<file path="src/rtl/pipe_hazard_ctrl.sv">
// ============================================================================
//  Module      : pipe_hazard_ctrl
//  Description : Central sequencer for a 5-stage RV32I pipeline. Resolves
//                stall requests and taken branches into per-boundary halt
//                codes, discard strobes and PC hold/redirect controls.
//                Tracks wrong-path fetches in flight across a redirect and
//                runs a sticky stall watchdog.
//                Optional macro PIPE_CTRL_PERF_EN adds the performance
//                counters (stall cycles, flushes); without it both ports
//                read constant zero.
//  Revision    : 1.0 - initial release
// ============================================================================
`default_nettype none

module pipe_hazard_ctrl #(
    parameter int unsigned MAX_STALL = 1023
) (
    input  logic        clk,
    input  logic        rst,
    input  logic        if_stall_req,
    input  logic        id_stall_req,
    input  logic        mem_stall_req,
    input  logic        ex_branch_taken,
    input  logic [31:0] ex_branch_target,
    output logic        pc_hold,
    output logic        pc_redirect,
    output logic [31:0] redirect_pc,
    output logic [1:0]  ifid_halt,
    output logic [1:0]  idex_halt,
    output logic [1:0]  exmem_halt,
    output logic [1:0]  memwb_halt,
    output logic        ifid_discard,
    output logic        idex_discard,
    output logic        stall_timeout,
    output logic [31:0] perf_stall_cycles,
    output logic [31:0] perf_flushes
);

    localparam logic [1:0]  HALT_ADVANCE = 2'b00;
    localparam logic [1:0]  HALT_BUBBLE  = 2'b10;
    localparam logic [1:0]  HALT_HOLD    = 2'b11;
    localparam logic [15:0] CNT_MAX      = 16'(MAX_STALL);

    logic        kill_pend;
    logic        kill_next;
    logic        stall_sel;
    logic [15:0] stall_cnt;
    logic        wd_stall;

    // Watchdog only counts stalls waiting on memory/fetch, not load-use hazards
    assign wd_stall = if_stall_req | mem_stall_req;

    // Priority resolution of hazards into pipeline control, zero-cycle reaction
    always_comb begin
        pc_hold      = 1'b0;
        pc_redirect  = 1'b0;
        redirect_pc  = 32'h0;
        ifid_halt    = HALT_ADVANCE;
        idex_halt    = HALT_ADVANCE;
        exmem_halt   = HALT_ADVANCE;
        memwb_halt   = HALT_ADVANCE;
        ifid_discard = 1'b0;
        idex_discard = 1'b0;
        kill_next    = kill_pend;
        stall_sel    = 1'b0;

        if (!rst) begin
            pc_hold      = 1'b1;
            ifid_halt    = HALT_BUBBLE;
            idex_halt    = HALT_BUBBLE;
            exmem_halt   = HALT_BUBBLE;
            memwb_halt   = HALT_BUBBLE;
            ifid_discard = 1'b1;
            idex_discard = 1'b1;
            kill_next    = 1'b0;
        end else if (mem_stall_req) begin
            // EX is frozen, so a pending branch is re-presented once memory returns
            pc_hold    = 1'b1;
            ifid_halt  = HALT_HOLD;
            idex_halt  = HALT_HOLD;
            exmem_halt = HALT_HOLD;
            memwb_halt = HALT_BUBBLE;
            stall_sel  = 1'b1;
        end else begin
            if (ex_branch_taken) begin
                pc_redirect  = 1'b1;
                redirect_pc  = ex_branch_target;
                ifid_discard = 1'b1;
                idex_discard = 1'b1;
                ifid_halt    = HALT_BUBBLE;
                idex_halt    = HALT_BUBBLE;
                // A fetch still outstanding belongs to the wrong path
                kill_next    = if_stall_req;
            end else if (id_stall_req) begin
                pc_hold   = 1'b1;
                ifid_halt = HALT_HOLD;
                idex_halt = HALT_BUBBLE;
                stall_sel = 1'b1;
            end else if (if_stall_req) begin
                pc_hold   = 1'b1;
                ifid_halt = HALT_BUBBLE;
                stall_sel = 1'b1;
            end

            // Wrong-path word arrives this cycle: drop it instead of latching it
            if (kill_pend && !if_stall_req) begin
                ifid_discard = 1'b1;
                ifid_halt    = HALT_BUBBLE;
                kill_next    = 1'b0;
            end
        end
    end

    // Wrong-path fetch tracking
    always_ff @(posedge clk or negedge rst) begin
        if (!rst) begin
            kill_pend <= 1'b0;
        end else begin
            kill_pend <= kill_next;
        end
    end

    // Stall watchdog: saturating counter plus sticky timeout flag
    always_ff @(posedge clk or negedge rst) begin
        if (!rst) begin
            stall_cnt     <= 16'h0;
            stall_timeout <= 1'b0;
        end else if (wd_stall) begin
            if (stall_cnt != CNT_MAX) begin
                stall_cnt <= stall_cnt + 16'h1;
            end
            if (stall_cnt >= CNT_MAX - 16'h1) begin
                stall_timeout <= 1'b1;
            end
        end else begin
            stall_cnt <= 16'h0;
        end
    end

`ifdef PIPE_CTRL_PERF_EN
    logic [31:0] perf_stall_q;
    logic [31:0] perf_flush_q;

    // Free-running event counters, wrap naturally at 32 bits
    always_ff @(posedge clk or negedge rst) begin
        if (!rst) begin
            perf_stall_q <= 32'h0;
            perf_flush_q <= 32'h0;
        end else begin
            if (stall_sel) begin
                perf_stall_q <= perf_stall_q + 32'h1;
            end
            if (pc_redirect) begin
                perf_flush_q <= perf_flush_q + 32'h1;
            end
        end
    end

    assign perf_stall_cycles = perf_stall_q;
    assign perf_flushes      = perf_flush_q;
`else
    assign perf_stall_cycles = 32'h0;
    assign perf_flushes      = 32'h0;
`endif

endmodule

`default_nettype wire

</file>
<file path="config.mk">
export PLATFORM = sky130hd
export DESIGN_NAME = pipe_hazard_ctrl
export DESIGN_NICKNAME = d
export VERILOG_FILES = /design/src/rtl/pipe_hazard_ctrl.sv
export SDC_FILE = /design/constraint.sdc
export NUM_CORES = 1
export LEC_CHECK = 0
export CAP_MARGIN = 20
export CORE_AREA = 2 2 76 78
export CTS_BUF_LIST = sky130_fd_sc_hd__clkbuf_8
export DETAILED_ROUTE_END_ITERATION = 6
export DIE_AREA = 0 0 78 80
export GPL_ROUTABILITY_DRIVEN = 0
export PLACE_DENSITY_LB_ADDON = 0.08
export SYNTH_ARGS = -nofsm -noshare
export SYNTH_HDL_FRONTEND = slang
export SYNTH_SLANG_ARGS = --single-unit
</file>
<file path="constraint.sdc">
create_clock -name clk -period 2.75 [get_ports clk]
set_clock_uncertainty 0.2 [all_clocks]
set_input_delay 0.825 -clock clk [delete_from_list [all_inputs] [get_ports clk]]
set_output_delay 0.825 -clock clk [all_outputs]
set_load 0.03 [all_outputs]
</file>
Yosys cells after proc, flatten, opt, wreduce, memory -nomap -nowiden
Index checks and enable logic that the tools add are counted.

Mux-type cells: 35. Magnitude comparators: 1. Eq/ne operators: 4. Add/sub/neg operators: 1. Reductions and logical operators: 4. Bitwise gates (word level): 1.

Operators with widths (count): $mux W32 (3); $mux W16 (2); $mux W2 (14); $add A16 B1 Y16 const B (1); $ge A16 B10 Y1 const B (1); $mux W1 (16); $ne A16 B10 Y1 const B (1); $reduce_and A2 Y1 (2); $ne A3 B1 Y1 const B (1); $ne A2 B1 Y1 const B (1); $ne A2 B2 Y1 const B (1); $logic_and A1 B1 Y1 (1); $logic_not A1 Y1 (1); $or A1 B1 Y1 (1).

Word-level logic and storage cells: 49. Output and inout bits: 109. Register bits after elaboration: 18. Bits of input ports: 38.

Depth between registers and ports, before layout
Gate-level depths: netlist (run 1).

Depth after elaboration: 6. Mapped depth: 6. Gate-level depth less buffers: 6.

Worst setup path after synthesis (run 1)
OpenSTA, ideal clock, no wires.

Kind: input to output. Start point: in mem_stall_req. End point: out redirect_pc[23]. Slack: -0.533 ns. Arrival: 2.258 ns. Required time: 1.725 ns. Stages: 4. Buffers on the path: 1. Cell sequence: nand2b_1 > nor2_1 > clkbuf_1 > and2_1.

Word-level cells in the longest chain between the ends: 2.

RTL lines: from (decl) (line 22) `input logic mem_stall_req,`; $mux W32 (line 76) `end else if (mem_stall_req) begin`; $mux W32 (line 67) `if (!rst) begin`; to (decl) (line 27) `output logic [31:0] redirect_pc,`.

No other way between the ends.

Worst setup path after layout (run 1)
Start point: in mem_stall_req. End point: out ifid_halt[1].

Word-level cells in the longest chain between the ends: 2.

RTL lines: $mux W2 (line 76); $mux W2 (line 67); to (decl) (line 28) `output logic [1:0] ifid_halt,`.

No other way between the ends.

==> flow_summary_export.csv, run 1 <==
group,metric,value,unit
status,status,"finished, violations left",
status,violations,"negative setup slack",
cells_and_area,area_growth_syn_to_layout,53.0,%
logic_synthesis,yosysWarnings,0,
clock_tree,cts.sink_count,18,
sta,fin_ws,-123,ps
logic_synthesis,netlist_area,1760,um^2
global_route,grt_antenna_before_repair,0,
cells_and_area,layout.cells.most_common,"conb_1",
routing,wl_per_cell,13.6,um
power_and_ir_drop,powerDensity,338,nW/um^2
global_route,grt_max_degree,18,
clock_tree,clkTransAtPathRegs,70,ps
power_and_ir_drop,p_leak,1.29,nW
routing,routed_via_density,4.09,
logic_synthesis,ys_seq_elements,18,
critical_path,critPathRequiredTime,1730,ps
floorplanning,ios,147,
job,drv_cap,0,
sta,max_freq,0.348,GHz
routing,via_count,1558,
sta,slew_viol_final,0,
floorplanning,rows,27,
critical_path,crit_buf_inv,2,
critical_path,crit_family,"simple AND/OR/NAND/NOR gates",
routing,routed_wl,5.17,mm
floorplanning,dieArea,6240,um^2
global_route,gr-total-overflow,0,
cells_and_area,final_cell_mix,"conb_1 (65), buf_6 (39), clkdlybuf4s50_1 (33)",
critical_path,crit_fanout,2,
sta,holdWs,268,ps
min_path,hp-class,"register to register",
floorplanning,die_y,80,um
sta,rsz0062_at_grt,"yes",
cells_and_area,fin_util,49.7,%
global_route,grt_pass1_vias,1527,
cells_and_area,num-nets-final,350,
critical_path,criticalPathCategory,"input pin to output pin",
floorplanning,core,5410,um^2
sta,fin_crit,2870,ps
placement,portBuffers,81,
critical_path,r2r-start,"stall_cnt[1]",
critical_path,cp-end-kind,"output pin",
critical_path,critPathLaunch,"mem_stall_req",
critical_path,start_kind,"input pin",
global_route,grt_pass1_wl,7.74,mm
power_and_ir_drop,power,0.000909,W
power_and_ir_drop,ir_worst_vdd,179,uV
floorplanning,start_util,32.5,%
routing,initialDrtViolationCount,19,
sta,setup_viol,33,
clock_tree,cts_htree_levels,1,
routing,drt_first_pass_iters,4,
sta,period_share,104,%
global_route,grt_use_total,16.1,%
min_path,hold_path_startpoint,"stall_timeout",
sta,final.setup.tns,-2490,ps
critical_path,crit_chain,"buf_6 -> nand2b_4 -> or3_4 -> or3_4 -> buf_6",
clock_tree,holdBufCountCts,0,
critical_path,crit_slowest_cell,"or3_4",
critical_path,max_stage_delay,330,ps
sta,final-hold-violation-count,0,
logic_synthesis,yosysSeqAreaShare,25.6,%
cells_and_area,antennaDiodeCount,0,
cells_and_area,layout-drive-gt1-share,34.6,%
routing,drc,0,
logic_synthesis,syn_avg_cell_area,8.06,um^2
logic_synthesis,synth_cell_types,39,
clock_tree,cts_tree,"done",
floorplanning,die-width,78,um
placement,hpwl,4.07,mm
clock_tree,clk_latency,270,ps
clock_tree,cts.root.buffer_cell,"clkbuf_8",
clock_tree,cts_made_buffers,3,
clock_tree,cts_buffer_depth,2,
critical_path,arrival,1850,ps
logic_synthesis,netlist_instances,218,
routing,drtAntennaViolNets,0,
logic make-up after synthesis:
family          Yosys count  share of synthesized area, %
simple gates             91                          31.2
fa+ha+maj                 2                          1.42
flops                    18                          25.6
other cells               1                         0.213
compound gates           24                          7.76
buf+inv                  77                          31.2
xor+xnor                  5                          2.49
timing repair:
item                       in CTS  in global routing
setup endpoints to repair      43                 35
cloned                          1                  1
pin swaps                       4                  1
setup buffers                   3                  0
resized for setup              72                  6
cells in the mapped netlist (all sizes together):
library cell | count | area [um^2]
and2 | 33 | 206
and4 | 3 | 28.8
or3 | 6 | 37.5
nor4bb | 1 | 10.0
nor4b | 1 | 15.0
dfrtp | 18 | 450
xnor2 | 3 | 26.3
nor4 | 2 | 18.8
nand2 | 6 | 22.5
inv | 4 | 15.0
or2 | 3 | 18.8
nand4b | 1 | 8.76
nand2b | 3 | 18.8
and3 | 1 | 6.26
o211ai | 2 | 15.0
nor2 | 15 | 56.3
conb | 1 | 3.75
a21oi | 5 | 25.0
o21ai | 11 | 55.1
nor3 | 5 | 25.0
o31ai | 1 | 7.51
a211oi | 1 | 7.51
o21bai | 1 | 7.51
xor2 | 2 | 17.5
nand4 | 4 | 31.3
ha | 2 | 25.0
nand3 | 6 | 35.0
and4b | 1 | 10.0
buf | 69 | 519
a31oi | 3 | 18.8
clkbuf | 4 | 15.0
worst register-to-register path, delay by kind of cell, from the launching register on:
family / cells / cell delay (ps)
AND/OR/NAND/NOR: 3 / 870
flip-flops: 1 / 440
adder cells (fa/ha/maj): 1 / 240
AO/OA/AOI/OAI: 1 / 150
power breakdown:
part	internal (W)	leakage (nW)	switching [W]	total [W]
combinational	0.000134	1.02	0.000232	0.000366
clock	0.000128	0.0288	0.000100	0.000228
sequential	0.000286	0.241	0.0000295	0.000315
total	0.000547	1.29	0.000362	0.000909
layout make-up:
type	count	area, um^2
inverter	4	15.0
multi-input combinational	187	1100
timing repair buffer	96	976
tap	72	90.1
clock buffer	4	55.1
fill	548	2720
sequential	18	450
path summary, 6_finish.rpt:
path                                 endpoint  slack, ps  cells past startpoint
worst max-delay path             ifid_halt[1]       -120                      5
worst min-delay path            stall_timeout        270                      1
worst max register to register   stall_cnt[3]        780                      5
worst min register to register  stall_timeout        270                      1
max in group asynchronous       stall_cnt[10]       1830                      3
min in group asynchronous        stall_cnt[0]        280                      2
flip-flops by register name (all words and copies together), names as in the netlist:
register,cells
stall_timeout,1
stall_cnt,16
kill_pend,1
layer usage:
layer	wire [um]	global-route usage, %	part of all wire [%]
met5	0	0	0
met4	99	6.32	1.9
met3	402	4.41	7.8
met2	2610	28.0	50
met1	2060	18.8	40
through the flow:
stage	instance area [um^2]	worst slack (ps)	cells
floorplan	2050	-131	282
global placement	2400	-653	374
detailed placement	2400	-643	374
CTS	2680	-167	381
global route	2690	-152	381
finish	2690	-123	381
Power figures use the tool's default switching activity.
==> run 2, diff against run 1 <==
CAP_MARGIN = default   (was 20)
CTS_CLUSTER_DIAMETER = 40   (was default)
==> results of run 2 <==
Same layout as run 1: the final DEF is identical, and so are final timing and power.
==> run 3, diff against run 2 <==
CORE_AREA = 2 2 73 75   (was 2 2 76 78)
DIE_AREA = 0 0 75 77   (was 0 0 78 80)
TNS_END_PERCENT = 30   (was default)
clock period = 3.7 ns   (was 2.75 ns; I/O delays follow)
==> flow_summary_export.csv, run 3 (synthesis gave the netlist of run 1 again) <==
group,metric,value,unit
cells_and_area,final_area,2450,um^2
sta,slew_viol_final,0,
cells_and_area,largest_register_ffs,16,
critical_path,r2r-start,"stall_cnt[1]",
critical_path,crit_chain,"clkdlybuf4s15_1 -> nand2b_4 -> or3_1 -> or3_1 -> buf_6",
sta,rsz0062_at_grt,"no",
global_route,grt_pass1_wl,7.39,mm
critical_path,r2r_slack,1730,ps
routing,drtAntennaViolNets,0,
power_and_ir_drop,pwr-share-seq,36.1,%
clock_tree,cts.root.buffer_cell,"clkbuf_8",
job,drv_cap,0,
critical_path,start_kind,"input pin",
critical_path,crit_family,"simple AND/OR/NAND/NOR gates",
critical_path,critPathLaunch,"mem_stall_req",
power_and_ir_drop,powerDensity,266,nW/um^2
floorplanning,start_util,35.3,%
critical_path,criticalPathCategory,"input pin to output pin",
cells_and_area,nFillCells,505,
global_route,grt_max_degree,34,
critical_path,critPathRequiredTime,2390,ps
power_and_ir_drop,p_leak,1.21,nW
floorplanning,rows,26,
routing,routed_via_density,4.14,
clock_tree,cts_buffer_depth,2,
cells_and_area,final_cell_mix,"conb_1 (65), buf_4 (54), clkdlybuf4s50_1 (34)",
cells_and_area,antennaDiodeCount,0,
critical_path,reg2regPathDepth,5,
critical_path,crit_buf_inv,2,
cells_and_area,regArea,450,um^2
critical_path,cpMostUsedCell,"or3_1",
floorplanning,die_y,77,um
critical_path,cp.depth,5,
clock_tree,cts_htree_levels,1,
sta,final-hold-violation-count,0,
power_and_ir_drop,p_switching,0.000260,W
critical_path,max_stage_delay,380,ps
clock_tree,clk_latency,260,ps
clock_tree,cts_made_buffers,3,
clock_tree,cts.sink_count,18,
routing,drt_first_pass_iters,4,
cells_and_area,layout.cells.most_common,"conb_1",
sta,setup_viol,0,
routing,routed_wl,4.57,mm
routing,wl_per_cell,12.1,um
floorplanning,core,4980,um^2
floorplanning,die-width,75,um
cells_and_area,multi_input_area,1010,um^2
critical_path,critPathCapture,"ifid_halt[1]",
sta,fin_crit,3610,ps
critical_path,reg2reg_to,"stall_cnt[7]",
clock_tree,clkTransAtPathRegs,70,ps
global_route,grt_use_total,16.4,%
floorplanning,dieArea,5780,um^2
cells_and_area,top_regs,"stall_cnt x16, kill_pend x1, stall_timeout x1",
cells_and_area,num-nets-final,349,
routing,initialDrtViolationCount,60,
global_route,grt_pass1_vias,1463,
power_and_ir_drop,ir_worst_vdd,141,uV
routing,via_count,1565,
critical_path,crit_fanout,2,
global_route,grt_antenna_before_repair,0,
power_and_ir_drop,power,0.000651,W
sta,max_freq,0.277,GHz
cells_and_area,layout-drive-gt1-share,23.1,%
sta,period_share,97.6,%
min_path,hp-class,"register to register",
floorplanning,ios,147,
critical_path,cp-end-kind,"output pin",
placement,portBuffers,81,
global_route,gr-total-overflow,0,
clock_tree,holdBufCountCts,0,
cells_and_area,regMostFlops,"stall_cnt",
critical_path,crit_slowest_cell,"or3_1",
cells_and_area,area_growth_syn_to_layout,39.1,%
routing,drc,0,
critical_path,arrival,2300,ps
power_and_ir_drop,combPwrFrac,38.1,%
power_and_ir_drop,switching_share,39.9,%
clock_tree,cts_tree,"done",
power_and_ir_drop,p_clk_share,25.8,%
placement,place_area,2370,um^2
status,status,"complete, no violations",
placement,hpwl,3.80,mm
power_and_ir_drop,p_int,0.000391,W
-- run 3: metrics by stage --
step / setup WS (ps) / util (%) / TNS (ps) / hold WS (ps) / cells
CTS: 2.91 / 49.2 / 0 / 289 / 378
global placement: -631 / 47.6 / -9760 / 255 / 373
finish: 88.4 / 49.1 / 0 / 282 / 378
floorplan: -96.3 / - / -168 / 301 / 282
global route: 26.4 / 49.1 / 0 / 322 / 378
detailed placement: -635 / 47.6 / -9080 / 263 / 373
-- run 3: power by group through the flow --
| stage | logic [W] | registers, W | clock network, W |
|---|---|---|---|
| finish | 0.000248 | 0.000235 | 0.000168 |
| global route | 0.000266 | 0.000239 | 0.000185 |
| CTS | 0.000248 | 0.000235 | 0.000171 |
| detailed placement | 0.000246 | 0.000239 | 0 |
| global placement | 0.000246 | 0.000238 | 0 |
| floorplan | 0.000214 | 0.000233 | 0 |
-- run 3: timing repair --
action / in CTS / in global routing
pin swaps: 2 / 1
setup buffers: 1 / 0
endpoints found under the setup margin: 40 / 2
endpoints found under the hold margin: 0 / 0
gates resized for setup: 18 / 3
-- run 3: area by class of cell --
type                       count  share of cell area [%]
clock buffer                   4                    2.25
inverter                       4                   0.614
multi-input combinational    187                    41.2
sequential                    18                    18.4
tap                           70                    3.58
timing repair buffer          95                    33.9
-- run 3: worst register-to-register path, stage by stage (launching register included) --
cell	delay [ps]
dfrtp_1	440
ha_1	250
nand3_2	170
and4b_1	320
or3_1	380
a21oi_1	150
-- run 3: layer usage --
| layer | track usage (%) | part of all wire, % |
|---|---|---|
| met3 | 5.91 | 9.4 |
| met2 | 26.4 | 50 |
| met4 | 4.11 | 0.88 |
| met1 | 20.6 | 40 |
| met5 | 0 | 0 |
-- run 3: how the worst min path moves through the flow --
stage                  startpoint  cells past startpoint  slack, ps             to
finish              stall_timeout                      1        280  stall_timeout
global route        stall_timeout                      1        320  stall_timeout
CTS                 stall_timeout                      1        290  stall_timeout
detailed placement  stall_timeout                      1        260  stall_timeout
global placement    stall_timeout                      1        260  stall_timeout
floorplan            stall_cnt[6]                      1        300   stall_cnt[6]
